===== config.mk =====
export PLATFORM = sky130hd
export DESIGN_NAME = sevenseg_capture
export DESIGN_NICKNAME = d
export VERILOG_FILES = /design/src/rtl/sevenseg_capture.sv
export SDC_FILE = /design/constraint.sdc
export NUM_CORES = 1
export LEC_CHECK = 0
export BUFFER_PORTS_ARGS = -buffer_cell sky130_fd_sc_hd__buf_2
export CORE_UTILIZATION = 40
export CTS_BUF_LIST = sky130_fd_sc_hd__clkbuf_2
export CTS_CLUSTER_DIAMETER = 120
export DETAILED_ROUTE_END_ITERATION = 6
export GPL_ROUTABILITY_DRIVEN = 0
export MAX_ROUTING_LAYER = met4
export PLACE_DENSITY_LB_ADDON = 0.08
export SLEW_MARGIN = 20
export SYNTH_ARGS = -nofsm -noshare
export SYNTH_HDL_FRONTEND = slang
export SYNTH_SLANG_ARGS = --single-unit

===== constraint.sdc =====
create_clock -name mclk -period 7.6 [get_ports mclk]
set_input_delay 1.9 -clock mclk [delete_from_list [all_inputs] [get_ports mclk]]
set_output_delay 1.9 -clock mclk [all_outputs]
set_load 0.01 [all_outputs]

===== src/rtl/sevenseg_capture.sv =====
// Receiving end of the multiplexed active-low 7-segment bus: waits for each digit
// to settle, decodes it back to BCD and rebuilds the two 2-digit binary fields.
module sevenseg_capture #(
    parameter int SETTLE_CYCLES  = 16,
    parameter int TIMEOUT_CYCLES = 1048576,
    parameter int CNT_W          = 21
) (
    input  logic       mclk,
    input  logic       rst_n,
    input  logic [3:0] an,
    input  logic [6:0] seg,
    input  logic       dp,
    output logic [3:0] digit0,
    output logic [3:0] digit1,
    output logic [3:0] digit2,
    output logic [3:0] digit3,
    output logic [3:0] dp_lit,
    output logic [7:0] value_lo,
    output logic [7:0] value_hi,
    output logic       frame_valid,
    output logic       seg_error,
    output logic       stale
);

    typedef enum logic [1:0] {IDLE, SETTLE, HOLD} state_t;

    localparam logic [CNT_W-1:0] ONE        = CNT_W'(1);
    localparam logic [CNT_W-1:0] SETTLE_LIM = CNT_W'(SETTLE_CYCLES);
    localparam logic [CNT_W-1:0] TO_LIM     = CNT_W'(TIMEOUT_CYCLES);

    state_t           state_q, state_d;
    logic [3:0]       an_q, an_d, an_p_q, an_p_d;
    logic [6:0]       seg_q, seg_d, seg_p_q, seg_p_d;
    logic             dp_q, dp_d, dp_p_q, dp_p_d;
    logic [CNT_W-1:0] cnt_q, cnt_d, to_cnt_q, to_cnt_d;
    logic [3:0][3:0]  shadow_q, shadow_d, digit_q, digit_d;
    logic [3:0]       shadow_dp_q, shadow_dp_d, dp_lit_q, dp_lit_d;
    logic [3:0]       seen_q, seen_d;
    logic [7:0]       value_lo_q, value_lo_d, value_hi_q, value_hi_d;
    logic             frame_valid_q, frame_valid_d;
    logic             seg_error_q, seg_error_d;
    logic             stale_q, stale_d;

    logic             changed, sel_valid, capture, frame_done;
    logic [1:0]       sel_idx;
    logic [3:0]       dec, seen_new;

    function automatic logic [3:0] decode_seg(input logic [6:0] pat);
        logic [3:0] d;
        case (pat)
            7'h3F:   d = 4'd0;
            7'h06:   d = 4'd1;
            7'h5B:   d = 4'd2;
            7'h4F:   d = 4'd3;
            7'h66:   d = 4'd4;
            7'h6D:   d = 4'd5;
            7'h7D:   d = 4'd6;
            7'h07:   d = 4'd7;
            7'h7F:   d = 4'd8;
            7'h6F:   d = 4'd9;
            7'h00:   d = 4'hF;
            default: d = 4'hE;
        endcase
        return d;
    endfunction

    // A blank tens digit is a suppressed leading zero; anything else non-numeric is unusable.
    function automatic logic [7:0] pair_value(input logic [3:0] tens, input logic [3:0] ones);
        logic [7:0] v;
        v = 8'hFF;
        if (ones <= 4'd9) begin
            if (tens <= 4'd9) begin
                v = {4'd0, tens} * 8'd10 + {4'd0, ones};
            end else if (tens == 4'hF) begin
                v = {4'd0, ones};
            end
        end
        return v;
    endfunction

    always_comb begin
        an_d          = an;
        seg_d         = seg;
        dp_d          = dp;
        an_p_d        = an_q;
        seg_p_d       = seg_q;
        dp_p_d        = dp_q;
        state_d       = state_q;
        cnt_d         = cnt_q;
        shadow_d      = shadow_q;
        shadow_dp_d   = shadow_dp_q;
        seen_d        = seen_q;
        seen_new      = seen_q;
        digit_d       = digit_q;
        dp_lit_d      = dp_lit_q;
        value_lo_d    = value_lo_q;
        value_hi_d    = value_hi_q;
        frame_valid_d = 1'b0;
        seg_error_d   = seg_error_q;
        to_cnt_d      = to_cnt_q;
        stale_d       = stale_q;
        capture       = 1'b0;
        frame_done    = 1'b0;

        changed = (an_q != an_p_q) || (seg_q != seg_p_q) || (dp_q != dp_p_q);

        sel_valid = 1'b1;
        sel_idx   = 2'd0;
        case (an_q)
            4'b1110: sel_idx = 2'd0;
            4'b1101: sel_idx = 2'd1;
            4'b1011: sel_idx = 2'd2;
            4'b0111: sel_idx = 2'd3;
            default: sel_valid = 1'b0;
        endcase

        dec = decode_seg(~seg_q);

        case (state_q)
            IDLE: begin
                if (sel_valid) begin
                    state_d = SETTLE;
                    cnt_d   = ONE;
                end
            end
            SETTLE: begin
                if (changed) begin
                    cnt_d   = ONE;
                    state_d = sel_valid ? SETTLE : IDLE;
                end else if (cnt_q + ONE >= SETTLE_LIM) begin
                    cnt_d   = SETTLE_LIM;
                    capture = 1'b1;
                    state_d = HOLD;
                end else begin
                    cnt_d = cnt_q + ONE;
                end
            end
            HOLD: begin
                if (changed) begin
                    cnt_d   = ONE;
                    state_d = sel_valid ? SETTLE : IDLE;
                end
            end
            default: state_d = IDLE;
        endcase

        // The capture that fills the last seen slot publishes the whole frame at once.
        if (capture) begin
            shadow_d[sel_idx]    = dec;
            shadow_dp_d[sel_idx] = ~dp_q;
            seen_new[sel_idx]    = 1'b1;
            seen_d               = seen_new;
            if (dec == 4'hE) begin
                seg_error_d = 1'b1;
            end
            if (seen_new == 4'hF) begin
                frame_done    = 1'b1;
                seen_d        = 4'h0;
                digit_d       = shadow_d;
                dp_lit_d      = shadow_dp_d;
                value_lo_d    = pair_value(shadow_d[1], shadow_d[0]);
                value_hi_d    = pair_value(shadow_d[3], shadow_d[2]);
                frame_valid_d = 1'b1;
            end
        end

        if (frame_done) begin
            to_cnt_d = '0;
            stale_d  = 1'b0;
        end else if (to_cnt_q != TO_LIM) begin
            to_cnt_d = to_cnt_q + ONE;
            if (to_cnt_q + ONE == TO_LIM) begin
                stale_d = 1'b1;
            end
        end
    end

    always_ff @(posedge mclk) begin
        if (!rst_n) begin
            state_q       <= IDLE;
            an_q          <= 4'hF;
            seg_q         <= 7'h7F;
            dp_q          <= 1'b1;
            an_p_q        <= 4'hF;
            seg_p_q       <= 7'h7F;
            dp_p_q        <= 1'b1;
            cnt_q         <= '0;
            to_cnt_q      <= '0;
            shadow_q      <= {4{4'hF}};
            shadow_dp_q   <= 4'h0;
            seen_q        <= 4'h0;
            digit_q       <= {4{4'hF}};
            dp_lit_q      <= 4'h0;
            value_lo_q    <= 8'hFF;
            value_hi_q    <= 8'hFF;
            frame_valid_q <= 1'b0;
            seg_error_q   <= 1'b0;
            stale_q       <= 1'b1;
        end else begin
            state_q       <= state_d;
            an_q          <= an_d;
            seg_q         <= seg_d;
            dp_q          <= dp_d;
            an_p_q        <= an_p_d;
            seg_p_q       <= seg_p_d;
            dp_p_q        <= dp_p_d;
            cnt_q         <= cnt_d;
            to_cnt_q      <= to_cnt_d;
            shadow_q      <= shadow_d;
            shadow_dp_q   <= shadow_dp_d;
            seen_q        <= seen_d;
            digit_q       <= digit_d;
            dp_lit_q      <= dp_lit_d;
            value_lo_q    <= value_lo_d;
            value_hi_q    <= value_hi_d;
            frame_valid_q <= frame_valid_d;
            seg_error_q   <= seg_error_d;
            stale_q       <= stale_d;
        end
    end

    assign digit0      = digit_q[0];
    assign digit1      = digit_q[1];
    assign digit2      = digit_q[2];
    assign digit3      = digit_q[3];
    assign dp_lit      = dp_lit_q;
    assign value_lo    = value_lo_q;
    assign value_hi    = value_hi_q;
    assign frame_valid = frame_valid_q;
    assign seg_error   = seg_error_q;
    assign stale       = stale_q;

endmodule


======== Yosys cells after proc, flatten, opt, wreduce, memory -nomap -nowiden ========
Index checks and enable logic that the tools add are counted.
cells by class
  mux-type cells .......................... 35
  eq/ne operators ......................... 28
  order comparisons ....................... 7
  add/sub/neg operators ................... 4
  bitwise gates (word level) .............. 4
  reduce and logical (&&, ||, !) cells .... 15
  multiply operators ...................... 2
operator list
  cell                     number
  $mux W21                 4
  $pmux W21 S3             1
  $eq A7 B7 Y1 const B     7
  $mux W8                  6
  $pmux W4 S11             1
  $add A21 B1 Y21 const B  2
  $eq A4 B4 Y1 const B     7
  $eq A21 B21 Y1 const B   1
  $ge A21 B5 Y1 const B    1
  $ne A21 B21 Y1 const B   1
  $add A8 B4 Y8            2
  $bwmux W16               1
  $le A4 B4 Y1 const B     4
  $eq A7 B3 Y1 const B     2
  $mul A4 B3 Y7 const B    2
  $pmux W2 S3              2
  $mux W1                  11
  $demux W4 S2             1
  $mux W2                  4
  $mux W4                  2
  $eq A7 B6 Y1 const B     1
  $logic_not A7 Y1         1
  $ne A7 B7 Y1             1
  $not A7 Y7               1
  other kinds (22)         29
word-level totals
  register bits after elaboration ......... 131
  output and inout port bits .............. 39

======== Longest topological paths before layout ========
  depth after elaboration ................. 12
  gate-level depth with buffers ........... 17
  gate-level depth less buffers ........... 16

======== Least setup slack after synthesis ========
OpenSTA, ideal clock, no wires.
  path type ............................... flip-flop to flip-flop
  start ................................... register seg_q[3], in the netlist seg_p_d[3]
  end ..................................... register value_hi_q[7], in the netlist value_hi[7]
  setup slack ............................. 3.976 ns
  library setup time ...................... 0.072 ns
  data arrival time ....................... 3.552 ns
  buffers on the path ..................... 1
  clock period less this slack ............ 3.624 ns
  cell stages (with the launch flop) ...... 15
  cell sequence ........................... dfxtp_1 > clkbuf_1 > nor2_1 > a22oi_1 > and2_1 > nor2_1 > o21ai_0 > ha_1 > ha_1 > fa_1 > nand2_1 > or3_1 > a211oi_1 > a31oi_1 > a2bb2oi_1
on the way
  word-level cells in the longest chain between the ends .. 8
  elaborated cells on any way between the ends .. 28
ends and longest elaborated chain
  what                                           line    source
  from (decl)                                    33      logic [6:0] seg_q, seg_d, seg_p_q, seg_p_d;
  from (signal assigned)                         202     seg_q <= seg_d;
  $not A7 Y7                                     117     dec = decode_seg(~seg_q);
  $eq A7 B7 Y1, or another cell as far along     50      case (pat)
  $pmux W4 S11                                   50
  $bwmux W16                                     149     shadow_d[sel_idx] = dec;
  $mul A4 B3 Y7 or $eq A4 B4 Y1 (tied branches)  73, 74
  $add A8 B4 Y8 or $mux W8 (tied branches)       73, 74
  $mux W8                                        72      if (tens <= 4'd9) begin
  $mux W8                                        71      if (ones <= 4'd9) begin
  to (signal assigned)                           215     value_hi_q <= value_hi_d;
  to (decl)                                      39      logic [7:0] value_lo_q, value_lo_d, value_hi_q, value_hi_d;
Several ways; a longest one is shown, not always the timed one.
A chain may end at the register's enable or synchronous reset.

======== Final worst setup path ========
  start ................................... register seg_q[4], in the netlist seg_p_d[4]
  end ..................................... register value_hi_q[7], in the netlist value_hi[7]
Same word-level chain as after synthesis.

==> metrics.yaml <==
sta:
  skew_ns: 0.0250
  tns_ns: 0
  setup_slack_ns: 3.37
  period_needed_ns: 4.23
  tightestPinTransition_ns: 1.02
  period_share_pct: 55.6
  final_hold_viol_count: 0
  setup_viol: 0
  max_freq_mhz: 237
  drv_slew: 0
  rsz0062_at_grt: "false"
  max_slew_margin_pct: 31.3
synthesis:
  synthMuxAreaShare_pct: 2.16
  avgSynthCellArea_sq_um: 8.95
  synthArstFlopShare_pct: 0
  syn_nets: 759
  synth-simple-area-share_pct: 23.0
  synthesis.area_sq_mm: 0.00648
  ys.warnings.count: 0
  synthFlopType: "dfxtp_1"
  synth-xor-area-share_pct: 6.49
  synthesis.instances: 724
  synth_edf_count: 0
  synthAdderAreaFrac_pct: 4.67
  ys_ff_latch: 131
  synth_top_family_by_area: "simple AND/OR/NAND/NOR gates"
  yosysSeqAreaShare_pct: 40.5
  synth_compound_area_share_pct: 19.0
  ys_types: 70
flow_run:
  maxCapViolCount: 0
place:
  port_buffers: 52
  place_ws_ns: 3.51
  hpwl_microns: 10800
clock_network:
  cts_max_path_buffers: 2
  root_buffer: "clkbuf_2"
  cts_hold_buf: 0
  cts_buffers: 17
  path_clk_slew_ns: 0.19
  clock-sinks: 131
  cts_max_level: 4
  postCtsSetupBuffers: 0
  cts_tree: "built"
  cts_resized: 0
  clock_latency_ns: 0.72
run_status:
  outcome: "completed"
global_route:
  grt_overflow_total: 0
  grt_first_pass_wirelength_microns: 25400
  antenna_found_initial: 1
  grt_pass1_vias: 5092
  grt_start_max_net_pins: 64
  grtUsageTotal_pct: 20.2
floorplanning:
  core_area_sq_mm: 0.0158
  row_count: 46
  start_util_pct: 40.9
  die_w_microns: 129
  io_pins: 53
  die-area_sq_mm: 0.0167
  die_h_microns: 129
setup_path:
  start_kind: "register"
  crit_required_ns: 8.26
  cp.arrival_ns: 4.88
  path_max_fanout: 11
  setup.worst_path.end_class: "register"
  crit_type: "register to register"
route:
  viasPerCell: 5.42
  final_antenna_net_count: 0
  drt_pass1_iterations: 4
  first_iter_violations: 381
  routed_wire_length_per_instance_microns: 15.5
  drc: 0
  vias: 5365
  drt_wl_total_microns: 15300
finish:
  final_util_pct: 44.9
  nets: 795
  layout-drive-gt1-share_pct: 13.1
  area_delta_synth_final_pct: 9.75
pwr:
  power_density_mw_per_mm2: 174
  ir_drop_uv: 75.7
  power_leakage_uw: 0.00279
worst_hold_path:
  hp-class: "register to register"
-- cell usage after synthesis, types with 10 or more instances --
master     count  share of area, %
a211oi_1      10               1.2
a21oi_1       25               1.9
a2bb2oi_1     23               3.1
a31oi_1       10              0.97
and3_1        23               2.2
buf_2         14               1.1
clkbuf_1      27               1.6
dfxtp_1      131                40
ha_1          17               3.3
inv_1         25               1.4
mux2i_1       14               2.2
nand2_1       61               3.5
nand2b_1      26               2.5
nand3_1       28               2.2
nand4_1       16               1.5
nor2_1        54               3.1
nor3_1        17               1.3
o21ai_0       17               1.3
o22a_1        11               1.5
xnor2_1       34               4.6
xor2_1        14               1.9
-- cell families (layout without fill, tap and decap cells) --
group                    after synthesis  count (layout)
multiplexers                          14              14
AND/OR/NAND/NOR                      281             281
buffers and inverters                 67             115
other                                  0               1
adder cells (fa/ha/maj)               22              22
flip-flops                           131             131
AO/OA/AOI/OAI                        161             161
XOR/XNOR                              48              48
-- critical path, cell delays in order, from the launching register on --
cell and delay [ns]:
dfxtp_1 0.61, nand4b_1 0.28, o21a_1 0.27, o22ai_1 0.18, nor2_1 0.14, o21ai_0 0.60, ha_1 0.36, ha_1 0.25
fa_1 0.59, nand2_1 0.10, or3_1 0.35, a211oi_1 0.24, a31oi_1 0.07, a2bb2oi_1 0.12
-- state kept, by name, summed over array words and instances (netlist names), 7 cells and up --
name,cells
cnt_q,21
seg_p_d,7
seg_p_q,7
shadow_q,16
to_cnt_q,21
value_hi,8
value_lo,8
-- worst paths after layout --
| kind | startpoint | cells past startpoint | end | slack [ns] |
|---|---|---|---|---|
| setup / recovery | seg_p_d[4] | 13 | value_hi[7] | 3.37 |
| hold / removal | shadow_dp_q[3] | 2 | shadow_dp_q[3] | 0.48 |
| setup reg to reg | seg_p_d[4] | 13 | value_hi[7] | 3.37 |
| hold reg to reg | shadow_dp_q[3] | 2 | shadow_dp_q[3] | 0.48 |
-- layout make-up --
| type | instances | area (sq um) |
|---|---|---|
| multi-input cells | 526 | 3600 |
| repair buffers | 59 | 313 |
| flip-flops and latches | 131 | 2620 |
| clock buffers | 18 | 90.1 |
| diodes | 1 | 2.50 |
| well taps | 216 | 270 |
| clock inverters | 13 | 119 |
| fillers | 1593 | 8710 |
| inverters | 25 | 93.8 |
-- cell usage in the layout, fill, tap and decap left out, types with 5 or more instances in the layout --
master	n
nor2_1	54
o21ai_0	17
a21oi_1	25
o21a_1	9
and4_1	5
buf_4	7
buf_2	52
o22a_1	11
o211ai_1	9
ha_1	17
xnor2_1	34
and2_1	9
clkbuf_2	18
nor3b_1	5
nand3_1	28
nor3_1	17
a31oi_1	10
inv_1	25
nand4_1	16
mux2i_1	14
a211oi_1	9
nand2b_1	26
or3_1	5
and3_1	23
dfxtp_1	131
nand2_1	61
nor4_1	9
xor2_1	14
a2bb2oi_1	23
-- power breakdown --
group	total [uW]	switching, uW	internal, uW	leakage [uW]
Sequential	709	13.0	696	0.00106
Combinational	131	78.2	52.6	0.00159
Clock	400	256	144	0.000129
-- per-layer routing --
metal  track usage [%]  up-vias  share of wire [%]
met3              4.05       13                2.7
met5                 -        -                  0
met2              33.4       63                 49
met1              24.3     2588                 47
li1                  -     2701                  -
met4              7.13        0                1.3
-- metrics by stage --
step                cell area, sq um  hold slack [ns]  total power, uW  std cells
floorplan                       6480            0.434              823        724
global placement                6900            0.443              850        957
detailed placement              6900            0.449              854        957
CTS                             7110            0.478             1260        988
global route                    7110            0.506             1300        989
finish                          7110            0.482             1240        989
(Power assumes the default switching activity.)
